`config.mk`:
```
export PLATFORM = sky130hd
export DESIGN_NAME = frontend_issue_buffer_flat
export DESIGN_NICKNAME = d
export VERILOG_FILES = /design/src/rtl/frontend_issue_buffer_if.sv /design/src/rtl/frontend_issue_buffer.sv /design/src/flat_wrapper.sv
export SDC_FILE = /design/constraint.sdc
export NUM_CORES = 1
export LEC_CHECK = 0
export CORE_MARGIN = 4
export CORE_UTILIZATION = 29
export DETAILED_ROUTE_END_ITERATION = 7
export MAX_ROUTING_LAYER = met4
export PLACE_DENSITY = 0.54
export SYNTH_ARGS = -nofsm -noshare
export SYNTH_HDL_FRONTEND = slang
export SYNTH_SLANG_ARGS = --single-unit
```
`constraint.sdc`:
```
create_clock -name clk -period 13.2 [get_ports clk]
set_input_delay 1.32 -clock clk [delete_from_list [all_inputs] [get_ports clk]]
set_output_delay 1.32 -clock clk [all_outputs]
set_load 0.005 [all_outputs]
```
`src/rtl/frontend_issue_buffer_if.sv`:
```
// rtl/frontend_issue_buffer_if.sv - intake, issue and control signals of the issue buffer
interface frontend_issue_buffer_if #(
  parameter int WIDTH     = 128,
  parameter int IN_PORTS  = 2,
  parameter int OUT_PORTS = 2,
  parameter int DEPTH     = 4
);
  localparam int NW = $clog2(IN_PORTS + 1);
  localparam int CW = $clog2(DEPTH + 1);

  logic                                 flush_i;
  logic                                 hold_i;
  logic [IN_PORTS-1:0]                  in_valid_i;
  logic [IN_PORTS-1:0][WIDTH-1:0]       in_data_i;
  logic [NW-1:0]                        in_num_o;
  logic [OUT_PORTS-1:0]                 out_valid_o;
  logic [OUT_PORTS-1:0][WIDTH-1:0]      out_data_o;
  logic [OUT_PORTS-1:0]                 issue_i;
  logic [CW-1:0]                        count_o;

  modport master (
    output flush_i, hold_i, in_valid_i, in_data_i, issue_i,
    input  in_num_o, out_valid_o, out_data_o, count_o
  );

  modport slave (
    input  flush_i, hold_i, in_valid_i, in_data_i, issue_i,
    output in_num_o, out_valid_o, out_data_o, count_o
  );
endinterface

```
`src/rtl/frontend_issue_buffer.sv`:
```
// rtl/frontend_issue_buffer.sv - in-order compacting issue buffer; option macro ISSUE_BUF_FREE_ON_ISSUE_EN
module frontend_issue_buffer #(
  parameter int WIDTH     = 128,
  parameter int IN_PORTS  = 2,
  parameter int OUT_PORTS = 2,
  parameter int DEPTH     = 4
) (
  input logic                    clk,
  input logic                    rst_n,
  frontend_issue_buffer_if.slave bus
);
  localparam int CW = $clog2(DEPTH + 1);
  localparam int NW = $clog2(IN_PORTS + 1);
  localparam logic [CW-1:0] DEPTH_C = CW'(DEPTH);

  logic [DEPTH-1:0][WIDTH-1:0] slot_q;
  logic [DEPTH-1:0][WIDTH-1:0] slot_d;
  logic [CW-1:0]               occ_q;
  logic [CW-1:0]               occ_d;
  logic [CW-1:0]               iss;
  logic [CW-1:0]               base;
  logic [CW-1:0]               free;
  logic [NW-1:0]               avail;
  logic [NW-1:0]               take;
  logic [OUT_PORTS-1:0]        out_valid;

  // Presentation: the oldest OUT_PORTS slots, valid below the occupancy count
  always_comb begin
    for (int k = 0; k < OUT_PORTS; k++) begin
      out_valid[k]       = (CW'(k) < occ_q);
      bus.out_data_o[k]  = slot_q[k];
    end
  end

  assign bus.out_valid_o = out_valid;
  assign bus.count_o     = occ_q;

  // Issued count: leading ones of issue mask restricted to valid slots
  always_comb begin
    logic run;
    iss = '0;
    run = 1'b1;
    for (int k = 0; k < OUT_PORTS; k++) begin
      if (run && bus.issue_i[k] && out_valid[k]) iss = iss + CW'(1);
      else                                       run = 1'b0;
    end
  end

  // Offered count: leading ones of the upstream valid mask
  always_comb begin
    logic run;
    avail = '0;
    run   = 1'b1;
    for (int i = 0; i < IN_PORTS; i++) begin
      if (run && bus.in_valid_i[i]) avail = avail + NW'(1);
      else                          run   = 1'b0;
    end
  end

  // Intake: bounded by free slots; refilling issued slots adds an issue->intake path
  always_comb begin
`ifdef ISSUE_BUF_FREE_ON_ISSUE_EN
    free = DEPTH_C - occ_q + iss;
`else
    free = DEPTH_C - occ_q;
`endif
    if (CW'(avail) < free) take = avail;
    else                   take = free[NW-1:0];
    if (!rst_n || bus.flush_i || bus.hold_i) take = '0;
  end

  assign bus.in_num_o = take;

  // Next state: shift survivors down by iss, append accepted packets behind them
  always_comb begin
    base   = occ_q - iss;
    occ_d  = base + CW'(take);
    slot_d = slot_q;
    for (int j = 0; j < DEPTH; j++) begin
      if (j < int'(base)) begin
        for (int s = 0; s <= OUT_PORTS; s++) begin
          if (s == int'(iss) && j + s < DEPTH) slot_d[j] = slot_q[j + s];
        end
      end else begin
        for (int i = 0; i < IN_PORTS; i++) begin
          if (j == int'(base) + i && i < int'(take)) slot_d[j] = bus.in_data_i[i];
        end
      end
    end
  end

  // Occupancy register: reset and flush both empty the buffer
  always_ff @(posedge clk) begin
    if (!rst_n)           occ_q <= '0;
    else if (bus.flush_i) occ_q <= '0;
    else                  occ_q <= occ_d;
  end

  // Data slots carry no reset; contents beyond occupancy are don't-care
  always_ff @(posedge clk) begin
    slot_q <= slot_d;
  end
endmodule
```
`src/flat_wrapper.sv`:
```
// flat-port wrapper written by rule: the top's interface ports become plain ports
module frontend_issue_buffer_flat 
#(
  parameter int WIDTH     = 128,
  parameter int IN_PORTS  = 2,
  parameter int OUT_PORTS = 2,
  parameter int DEPTH     = 4
)
  (clk, rst_n, bus_flush_i, bus_hold_i, bus_in_valid_i, bus_in_data_i, bus_issue_i, bus_in_num_o, bus_out_valid_o, bus_out_data_o, bus_count_o);
  frontend_issue_buffer_if #(.WIDTH(WIDTH), .IN_PORTS(IN_PORTS), .OUT_PORTS(OUT_PORTS), .DEPTH(DEPTH)) bus_i ();
  input logic clk;
  input logic rst_n;
  input wire logic [$bits(bus_i.flush_i)-1:0] bus_flush_i;
  input wire logic [$bits(bus_i.hold_i)-1:0] bus_hold_i;
  input wire logic [$bits(bus_i.in_valid_i)-1:0] bus_in_valid_i;
  input wire logic [$bits(bus_i.in_data_i)-1:0] bus_in_data_i;
  input wire logic [$bits(bus_i.issue_i)-1:0] bus_issue_i;
  output wire logic [$bits(bus_i.in_num_o)-1:0] bus_in_num_o;
  output wire logic [$bits(bus_i.out_valid_o)-1:0] bus_out_valid_o;
  output wire logic [$bits(bus_i.out_data_o)-1:0] bus_out_data_o;
  output wire logic [$bits(bus_i.count_o)-1:0] bus_count_o;
  assign bus_i.flush_i = bus_flush_i;
  assign bus_i.hold_i = bus_hold_i;
  assign bus_i.in_valid_i = bus_in_valid_i;
  assign bus_i.in_data_i = bus_in_data_i;
  assign bus_i.issue_i = bus_issue_i;
  assign bus_in_num_o = bus_i.in_num_o;
  assign bus_out_valid_o = bus_i.out_valid_o;
  assign bus_out_data_o = bus_i.out_data_o;
  assign bus_count_o = bus_i.count_o;
  frontend_issue_buffer #(.WIDTH(WIDTH), .IN_PORTS(IN_PORTS), .OUT_PORTS(OUT_PORTS), .DEPTH(DEPTH)) u_core (.clk(clk), .rst_n(rst_n), .bus(bus_i));
endmodule
```
[Word level (Yosys, flattened, before mapping)]
Cells that the tools add are included.
Word-level totals
  output and inout bits: 263
  logic and storage cells: 83
  flip-flop bits (word level): 515
Cells by class
  $lt $le $gt $ge: 9
  mux-type cells: 24
  reduce and logical (&&, ||, !) cells: 26
  add/sub/neg operators: 6
  equality and inequality tests: 11
  bitwise operators: 2
Operator list (count)
  $mux 128: 16
  $eq 3x32->1 const A: 2
  $logic_not 32->1: 2
  $eq 2x32->1 const A: 1
  $logic_and 1x1->1: 12
  $lt 1x3->1 const A: 4
  $eq 3x3->1 const A: 3
  $reduce_bool 3->1: 3
  $reduce_and 2->1: 4
  $eq 2x3->1 const A: 2
  $lt 2x3->1 const A: 2
  $mux 2: 3
  $add 1x1->2 const B: 2
  $add 3x1->4 const B: 1
  $lt 1x2->1 const A: 2
  $mux 1: 4
  $add 3x2->3: 1
  $lt 2x3->1: 1
  $mux 3: 1
  $ne 3x1->1 const B: 1
  $ne 3x3->1 const B: 1
  $sub 3x3->3: 1
  $sub 3x3->3 const A: 1
  $logic_or 1x1->1: 2
  other kinds (5): 6

[Logic depth before layout (Yosys ltp)]
Gate-level depths: netlist of the first run.
  depth after elaboration: 12
  depth in mapped cells: 18
  gate-level depth less buffers: 14

[Least setup slack after synthesis of the first run]
OpenSTA, ideal clock, no wires.
  path kind: input-to-reg
  from: input bus_issue_i[1]
  to: register u_core.slot_q[384] in the netlist's numbering, enable pin
  path buffers: 3
  required time: 12.427 ns
  path slack: -0.737 ns
  arrival: 13.164 ns
  stages on the path: 16
  cell sequence: nand3_1 inv_1 ha_1 clkbuf_1 clkbuf_1 inv_1 fa_1 xnor2_1 inv_1 ha_1 nor4bb_1 and3_1 mux2_4 buf_2 a21oi_1 nor3_1
On the way
  longest elaborated chain between the ends: 9
RTL lines
  from (decl): RTL line flat_wrapper.sv:17  | input wire logic [$bits(bus_i.issue_i)-1:0] bus_issue_i;
  $logic_and 1x1->1 (*) (2 in series): RTL line frontend_issue_buffer.sv:44  | if (run && bus.issue_i[k] && out_valid[k]) iss = iss + CW'(1);
  $mux 3 (*): RTL line frontend_issue_buffer.sv:44
  $sub 3x3->3 (*): RTL line frontend_issue_buffer.sv:76  | base = occ_q - iss;
  $add 3x1->4: RTL line frontend_issue_buffer.sv:86  | if (j == int'(base) + i && i < int'(take)) slot_d[j] = bus.in_data_i[i];
  $eq 3x32->1: RTL line frontend_issue_buffer.sv:86
  $logic_and 1x1->1: RTL line frontend_issue_buffer.sv:86
  $reduce_bool 2->1 (no source line)
  $reduce_and 2->1 (no source line) (*)
  to (signal assigned): RTL line frontend_issue_buffer.sv:101  | slot_q <= slot_d;
  to (decl): RTL line frontend_issue_buffer.sv:16  | logic [DEPTH-1:0][WIDTH-1:0] slot_q;
Every way passes the cells marked *; elsewhere a longest branch is shown, timed or not.
A chain may end at the register's enable or synchronous reset.

[Worst setup path in the final report of the first run]
  from: input bus_issue_i[0]
  to: register u_core.slot_q[322] in the netlist's numbering, enable pin
On the way
  longest elaborated chain between the ends: 11
RTL lines (RTL line)
  $logic_and 1x1->1 (*): frontend_issue_buffer.sv:44
  $mux 1: frontend_issue_buffer.sv:44
  $logic_and 1x1->1 (2 in series): frontend_issue_buffer.sv:44
  $mux 3 (*): frontend_issue_buffer.sv:44
  $sub 3x3->3: frontend_issue_buffer.sv:76
  $add 3x1->4: frontend_issue_buffer.sv:86
  $eq 3x32->1: frontend_issue_buffer.sv:86
  $logic_and 1x1->1: frontend_issue_buffer.sv:86
  $reduce_bool 3->1 (no source line)
  $reduce_and 2->1 (no source line) (*)
Marked as above.

==> flow_metrics.py, run 1 <==
metrics = {
    "status": {
        "outcome": "finished, final reports clean",
    },
    "sta": {
        "setup_violations": 0,
        "finalCriticalPeriod_ns": 7.31,
        "hold_violations": 0,
        "rsz0062_at_grt": "false",
        "skew_ns": 0.0210,
        "worstMarginPinSlew_ns": 1.31,
        "setup_ws_ns": 5.89,
        "tns_ns": 0,
        "relSlewSlack_pct": 12.6,
        "fin_crit_sh_pct": 55.3,
        "slew_violations": 0,
        "fmax_mhz": 137,
    },
    "critical_path": {
        "crit_path_cell_trace": "clkdlybuf4s50_1 > nand3_1 > inv_1 > ha_4 > inv_1 > fa_1 > xnor2_1 > inv_1 > ha_1 > nor4bb_1 > and3_1 > mux2_8 > a21oi_1 > a21oi_4 > buf_4 > buf_4",
        "r2r_slack_ns": 6.42,
        "required_ns": 13.46,
        "crit_slowest_cell": "buf_4",
        "crit_top_cell": "inv_1",
        "cp.arrival_ns": 7.57,
        "reg2reg_depth": 16,
        "cp_max_fo": 69,
        "endpoint_kind": "flip-flop",
        "crit_path_start_kind": "primary input",
        "max_stage_delay_ns": 0.74,
        "r2r_end": "u_core.slot_q[322]",
        "r2r_start": "u_core.bus.count_o[2]",
        "critPathKind": "in2reg",
    },
    "layout": {
        "final_layout_size_suffix_gt1_share_pct": 8.18,
        "multiInputGateArea_um2": 10200,
        "seq_area_um2": 15400,
        "finalNetCount": 3141,
        "mostFrequentLayoutCell": "clkdlybuf4s50_1",
        "mostFrequentLayoutCells": "clkdlybuf4s50_1 (526), nand2_1 (517), edfxtp_1 (512), nor2_1 (263), a31oi_1 (256)",
        "syn_to_final_growth_pct": 21.5,
        "nFillCells": 9632,
    },
    "synthesis": {
        "netlist_instances": 2701,
        "ys_ff_latch": 515,
        "ys_warn_count": 0,
        "synth_top_flop_cell": "edfxtp_1",
        "synth_nets": 2974,
        "synth_top_area_cell": "edfxtp_1",
        "synthArstFlopShare_pct": 0,
        "ys_types": 38,
        "synth_edf_count": 512,
        "avgSynthCellArea_um2": 10.5,
        "synth_area_leaders": "edfxtp_1 (54%), nand2_1 (6.8%), buf_4 (6.7%)",
        "netlist.area_leader.share_pct": 54.0,
        "netlist_area_um2": 28500,
        "seq_area_frac_synth_pct": 54.2,
    },
    "die": {
        "core_um2": 97000,
        "rows": 114,
        "die_w_um": 321,
        "die_area_um2": 103000,
        "pin_count": 527,
        "die_h_um": 321,
        "start_util_pct": 29.4,
    },
    "placement": {
        "portBuffers": 526,
        "dp_slack_ns": 5.13,
        "dp_hpwl_mm": 58.4,
        "gp_congestion": 0.782,
    },
    "cts": {
        "cts_buffers": 61,
        "cts_root_buffer": "clkbuf_16",
        "clk_latency_ns": 0.65,
        "path_clk_slew_ns": 0.05,
        "cts.htree.levels": 2,
        "cts_tree": "yes",
        "cts_hold_buf": 0,
        "cts.sinks": 515,
        "ctsResizeCount": 0,
        "clock_path_buffers": 3,
        "cts_setup_buffers": 0,
    },
    "power": {
        "p_comb_share_pct": 22.7,
        "seqPwrFrac_pct": 45.0,
        "switching_share_pct": 28.7,
        "internal_power_mw": 3.48,
        "power_frac_clock_pct": 32.3,
        "p_per_area_nw_per_um2": 141,
        "p_leak_nw": 11.4,
        "ir_drop_mv": 0.102,
        "switchingPower_mw": 1.40,
    },
    "route": {
        "via_count": 20500,
        "wirelength_mm": 92.3,
        "dr.pass1.iters": 5,
        "drc": 0,
        "drt_iter0_drc": 1517,
        "wl_per_cell_um": 22.0,
        "antenna_left": 0,
        "avgViaCountPerCell": 4.87,
    },
    "global_route": {
        "grt_first_pass_wirelength_mm": 136,
        "grt_pass1_vias": 20600,
        "grt_max_degree": 181,
        "overflow": 0,
        "grt_usage_pct": 17.8,
        "antenna_found_initial": 16,
    },
    "job": {
        "maxCapViolCount": 0,
    },
    "worst_hold_path": {
        "holdPathEnd": "u_core.slot_q[321]",
        "min_path_cells": 2,
        "hp-start": "u_core.slot_q[449]",
        "hold_path_class": "reg2reg",
    },
}
cell families after synthesis:
kind of cell / Yosys count / share of synthesized area (%)
AND/OR/NAND/NOR: 927 / 13.5
AO/OA/AOI/OAI: 522 / 11.5
flip-flops: 515 / 54.2
buffers and inverters: 464 / 10.5
multiplexers: 261 / 9.76
adder cells (fa/ha/maj): 9 / 0.448
XOR/XNOR: 3 / 0.0923
registers in the layout, indices dropped and copies added, names as in the netlist:
signal / cells
u_core.bus.out_data_o: 256
u_core.slot_q: 256
u_core.bus.count_o: 3
worst max path at each step:
stage	start	to
floorplan	bus_issue_i[1]	u_core.slot_q[256]
global placement	bus_issue_i[0]	u_core.slot_q[315]
detailed placement	bus_issue_i[0]	u_core.slot_q[317]
CTS	bus_issue_i[0]	u_core.slot_q[322]
global route	bus_issue_i[0]	u_core.slot_q[322]
finish	bus_issue_i[0]	u_core.slot_q[322]
layout make-up:
type,instances,area share (%)
Sequential cell,515,44.6
Multi-Input combinational cell,1722,29.4
Timing Repair Buffer,557,16.0
Tap cell,1276,4.62
Clock buffer,74,4.55
Clock inverter,31,0.564
Inverter,11,0.119
Antenna cell,16,0.116
cells in the mapped netlist (all sizes together) (2+ instances only):
cell type	n
nand2	519
buf	334
a211oi	128
and2	3
edfxtp	512
clkbuf	119
a31oi	256
or2	2
a21oi	132
mux2	130
inv	11
ha	7
nor2	265
mux2i	131
nor3	2
xnor2	3
fa	2
nor2b	128
dfxtp	3
and3	4
per-layer routing:
metal  wire, um  vias up  GRT usage [%]
met5          0        -              -
met4       2240        0           5.05
met3       5120      129           3.30
met2      47300      616           31.1
met1      37700     9902           20.9
li1           -     9812              -
power groups by stage:
stage,combinational [mW],clock (mW),sequential (mW)
2_1_floorplan,0.693,0,2.23
3_3_place_gp,1.12,0,2.23
3_5_place_dp,1.12,0,2.23
4_1_cts,1.12,1.62,2.20
5_1_grt,1.21,1.68,2.22
6_report,1.11,1.57,2.20
through the flow:
stage / instances / power, mW / instance area (um2) / hold WS [ns] / util, %
after CTS: 4186 / 4.94 / 34600 / 0.623 / 35.6
after global routing: 4202 / 5.10 / 34600 / 0.649 / 35.7
after global placement: 4081 / 3.35 / 32800 / 0.608 / 33.8
final: 4202 / 4.88 / 34600 / 0.628 / 35.7
after floorplan: 2701 / 2.92 / 28500 / 0.584 / -
after detailed placement: 4081 / 3.35 / 32800 / 0.616 / 33.8
worst max-delay path, delay by kind of cell:
kind                       cells  cell delay [ns]
AOI/OAI and AO/OA              2             0.34
adders and majority gates      3             1.46
buffers and inverters          6             2.26
xor gates and xnor gates       1             0.73
muxes                          1             0.52
and+or+nand+nor                3             0.86
No activity file was read; power rests on OpenSTA's default activity.
==> run 2: changes to the inputs <==
--- a/config.mk
+++ b/config.mk
@@ -9,7 +9,7 @@
 export CORE_UTILIZATION = 29
 export DETAILED_ROUTE_END_ITERATION = 7
 export MAX_ROUTING_LAYER = met4
-export PLACE_DENSITY = 0.54
+export PLACE_DENSITY = 0.52
 export SYNTH_ARGS = -nofsm -noshare
 export SYNTH_HDL_FRONTEND = slang
 export SYNTH_SLANG_ARGS = --single-unit
==> constraint.sdc (replaced) <==
create_clock -name clk -period 6.8 [get_ports clk]
set_input_delay 0.68 -clock clk [delete_from_list [all_inputs] [get_ports clk]]
set_output_delay 0.68 -clock clk [all_outputs]
set_load 0.005 [all_outputs]
==> run 2 against run 1 <==
Compared with the run above: sequential share of layout area fell by 0.71 points; cell area rose by 1.6%; clock skew down 0.0041 ns; power grew 100%; sequential cell count is the same; global-route usage is 0.50 points higher; critical path depth shrank 2; sequential power is 94% higher; cell count rose by 0.52%; count of clock-buffer cells in the layout grew 18; non-clock buffer count unchanged; hold slack got worse by 0.0073 ns; critical endpoint is now u_core.slot_q[339].
==> flow_metrics.py, run 2 (synthesis gave the netlist of run 1 again) <==
metrics = {
    "route": {
        "avgViaCountPerCell": 4.87,
        "wirelength_mm": 94.9,
        "drc": 0,
        "drt_iter0_drc": 1552,
        "via_count": 20600,
        "antenna_left": 0,
        "wl_per_cell_um": 22.5,
        "dr.pass1.iters": 6,
    },
    "critical_path": {
        "crit_slowest_cell": "buf_4",
        "endpoint_kind": "flip-flop",
        "critPathKind": "reg2reg",
        "cp_num_buf_inv": 2,
        "path_delay_family": "adder cells",
        "crit_top_cell": "ha_1",
        "cp_max_fo": 75,
        "cp.arrival_ns": 5.69,
        "crit_path_start_kind": "flip-flop",
        "r2r_slack_ns": 1.55,
        "crit_path_cell_trace": "or2_2 > nand3_1 > ha_1 > ha_1 > inv_1 > fa_2 > nor2b_1 > ha_1 > nor4bb_4 > and3_1 > mux2_8 > buf_4 > nand2_1 > a31oi_1",
        "max_stage_delay_ns": 0.84,
        "worstSetupStartpoint": "u_core.bus.count_o[2]",
        "r2r_end": "u_core.slot_q[339]",
        "required_ns": 7.24,
        "r2r_start": "u_core.bus.count_o[2]",
        "reg2reg_depth": 14,
    },
    "die": {
        "die_area_um2": 103000,
        "die_w_um": 321,
        "core_um2": 97000,
        "start_util_pct": 29.4,
        "pin_count": 527,
        "rows": 114,
        "die_h_um": 321,
    },
    "layout": {
        "mostFrequentLayoutCells": "clkdlybuf4s50_1 (526), nand2_1 (517), edfxtp_1 (512), nor2_1 (263), a31oi_1 (256)",
        "final_layout_size_suffix_gt1_share_pct": 8.79,
        "multiInputGateArea_um2": 10200,
        "postLayoutCellArea_um2": 35100,
        "finalNetCount": 3148,
        "seq_area_um2": 15400,
        "syn_to_final_growth_pct": 23.4,
        "mostFrequentLayoutCell": "clkdlybuf4s50_1",
        "nFillCells": 9617,
    },
    "worst_hold_path": {
        "min_path_cells": 2,
        "holdPathEnd": "u_core.slot_q[266]",
        "hp-start": "u_core.slot_q[394]",
        "hold_path_class": "reg2reg",
    },
    "placement": {
        "dp_hpwl_mm": 58.0,
        "placed_area_um2": 33000,
        "portBuffers": 526,
        "gp_congestion": 0.780,
    },
    "power": {
        "power_mw": 9.97,
        "p_comb_share_pct": 22.1,
        "p_per_area_nw_per_um2": 284,
        "seqPwrFrac_pct": 42.8,
        "power_frac_clock_pct": 35.2,
        "ir_drop_mv": 0.161,
        "switching_share_pct": 28.3,
        "switchingPower_mw": 2.83,
        "internal_power_mw": 7.15,
        "p_leak_nw": 11.7,
    },
    "cts": {
        "cts_root_buffer": "clkbuf_16",
        "cts_hold_buf": 0,
        "clk_latency_ns": 0.62,
        "cts_tree": "yes",
        "cts_buffers": 68,
        "cts.htree.levels": 3,
        "ctsResizeCount": 0,
        "path_clk_slew_ns": 0.06,
        "cts_setup_buffers": 0,
        "cts.sinks": 515,
        "clock_path_buffers": 3,
    },
    "sta": {
        "hold_violations": 0,
        "worstMarginPinSlew_ns": 1.23,
        "setup_violations": 0,
        "fmax_mhz": 190,
        "slew_violations": 0,
        "fin_crit_sh_pct": 77.2,
        "skew_ns": 0.0169,
        "relSlewSlack_pct": 18.2,
        "rsz0062_at_grt": "false",
        "finalCriticalPeriod_ns": 5.25,
        "tns_ns": 0,
    },
    "job": {
        "maxCapViolCount": 0,
    },
    "global_route": {
        "overflow": 0,
        "grt_first_pass_wirelength_mm": 139,
        "grt_pass1_vias": 20400,
        "grt_max_degree": 183,
        "grt_usage_pct": 18.3,
        "antenna_found_initial": 24,
    },
    "status": {
        "outcome": "finished, final reports clean",
    },
}
==> run 2: cell count changes in the layout (fill, tap and decap cells not counted), moves of 2 or more <==
cell / change
clkinv_1: -6
diode_2: +8
buf_4: -13
clkbuf_16: +12
buf_12: +13
clkbuf_1: +6
clkinvlp_4: +2
==> run 2: worst max-delay path by stage <==
| stage | to | slack (ns) | cells past startpoint |
|---|---|---|---|
| global route | u_core.slot_q[347] | 1.29 | 14 |
| finish | u_core.slot_q[339] | 1.55 | 14 |
| floorplan | u_core.slot_q[384] | 0.009 | 16 |
| global placement | u_core.slot_q[337] | 1.19 | 14 |
| detailed placement | u_core.slot_q[337] | 1.13 | 14 |
| CTS | u_core.slot_q[309] | 1.56 | 14 |
==> run 2: tightest hold or removal path, stage by stage, from the launching register on <==
cell,delay [ns]
edfxtp_1,0.34
nor2_1,0.05
a31oi_1,0.12
==> run 2: area by class of cell <==
| cell class | instances | share of cell area [%] |
|---|---|---|
| flip-flops and latches | 515 | 43.9 |
| multi-input cells | 1722 | 29.1 |
| repair buffers | 557 | 16.2 |
| clock buffers | 92 | 5.40 |
| well taps | 1276 | 4.54 |
| clock inverters | 27 | 0.594 |
| diodes | 24 | 0.171 |
| inverters | 11 | 0.117 |
==> run 2: metal layers <==
metal  vias up  part of all wire [%]  GRT usage, %
met5         -                     0             -
met4         0                   2.7          7.01
met3       126                   5.7          3.91
met2       619                    49          30.1
met1      9953                    42          22.0
li1       9867                     -             -
==> run 2: power groups by stage <==
stage | Combinational, mW | Clock (mW) | Sequential (mW)
detailed placement | 2.23 | 0 | 4.33
finish | 2.20 | 3.51 | 4.27
CTS | 2.24 | 3.61 | 4.27
global placement | 2.22 | 0 | 4.33
floorplan | 1.35 | 0 | 4.27
global route | 2.40 | 3.74 | 4.30
==> run 2: per-stage QoR <==
| stage | hold slack (ns) | util (%) | instances | worst slack, ns |
|---|---|---|---|---|
| 2_1_floorplan | 0.584 | - | 2701 | 0.00878 |
| 3_3_place_gp | 0.611 | 34.0 | 4081 | 1.19 |
| 3_5_place_dp | 0.613 | 34.0 | 4081 | 1.13 |
| 4_1_cts | 0.614 | 36.2 | 4200 | 1.56 |
| 5_1_grt | 0.651 | 36.2 | 4224 | 1.29 |
| 6_report | 0.621 | 36.2 | 4224 | 1.55 |
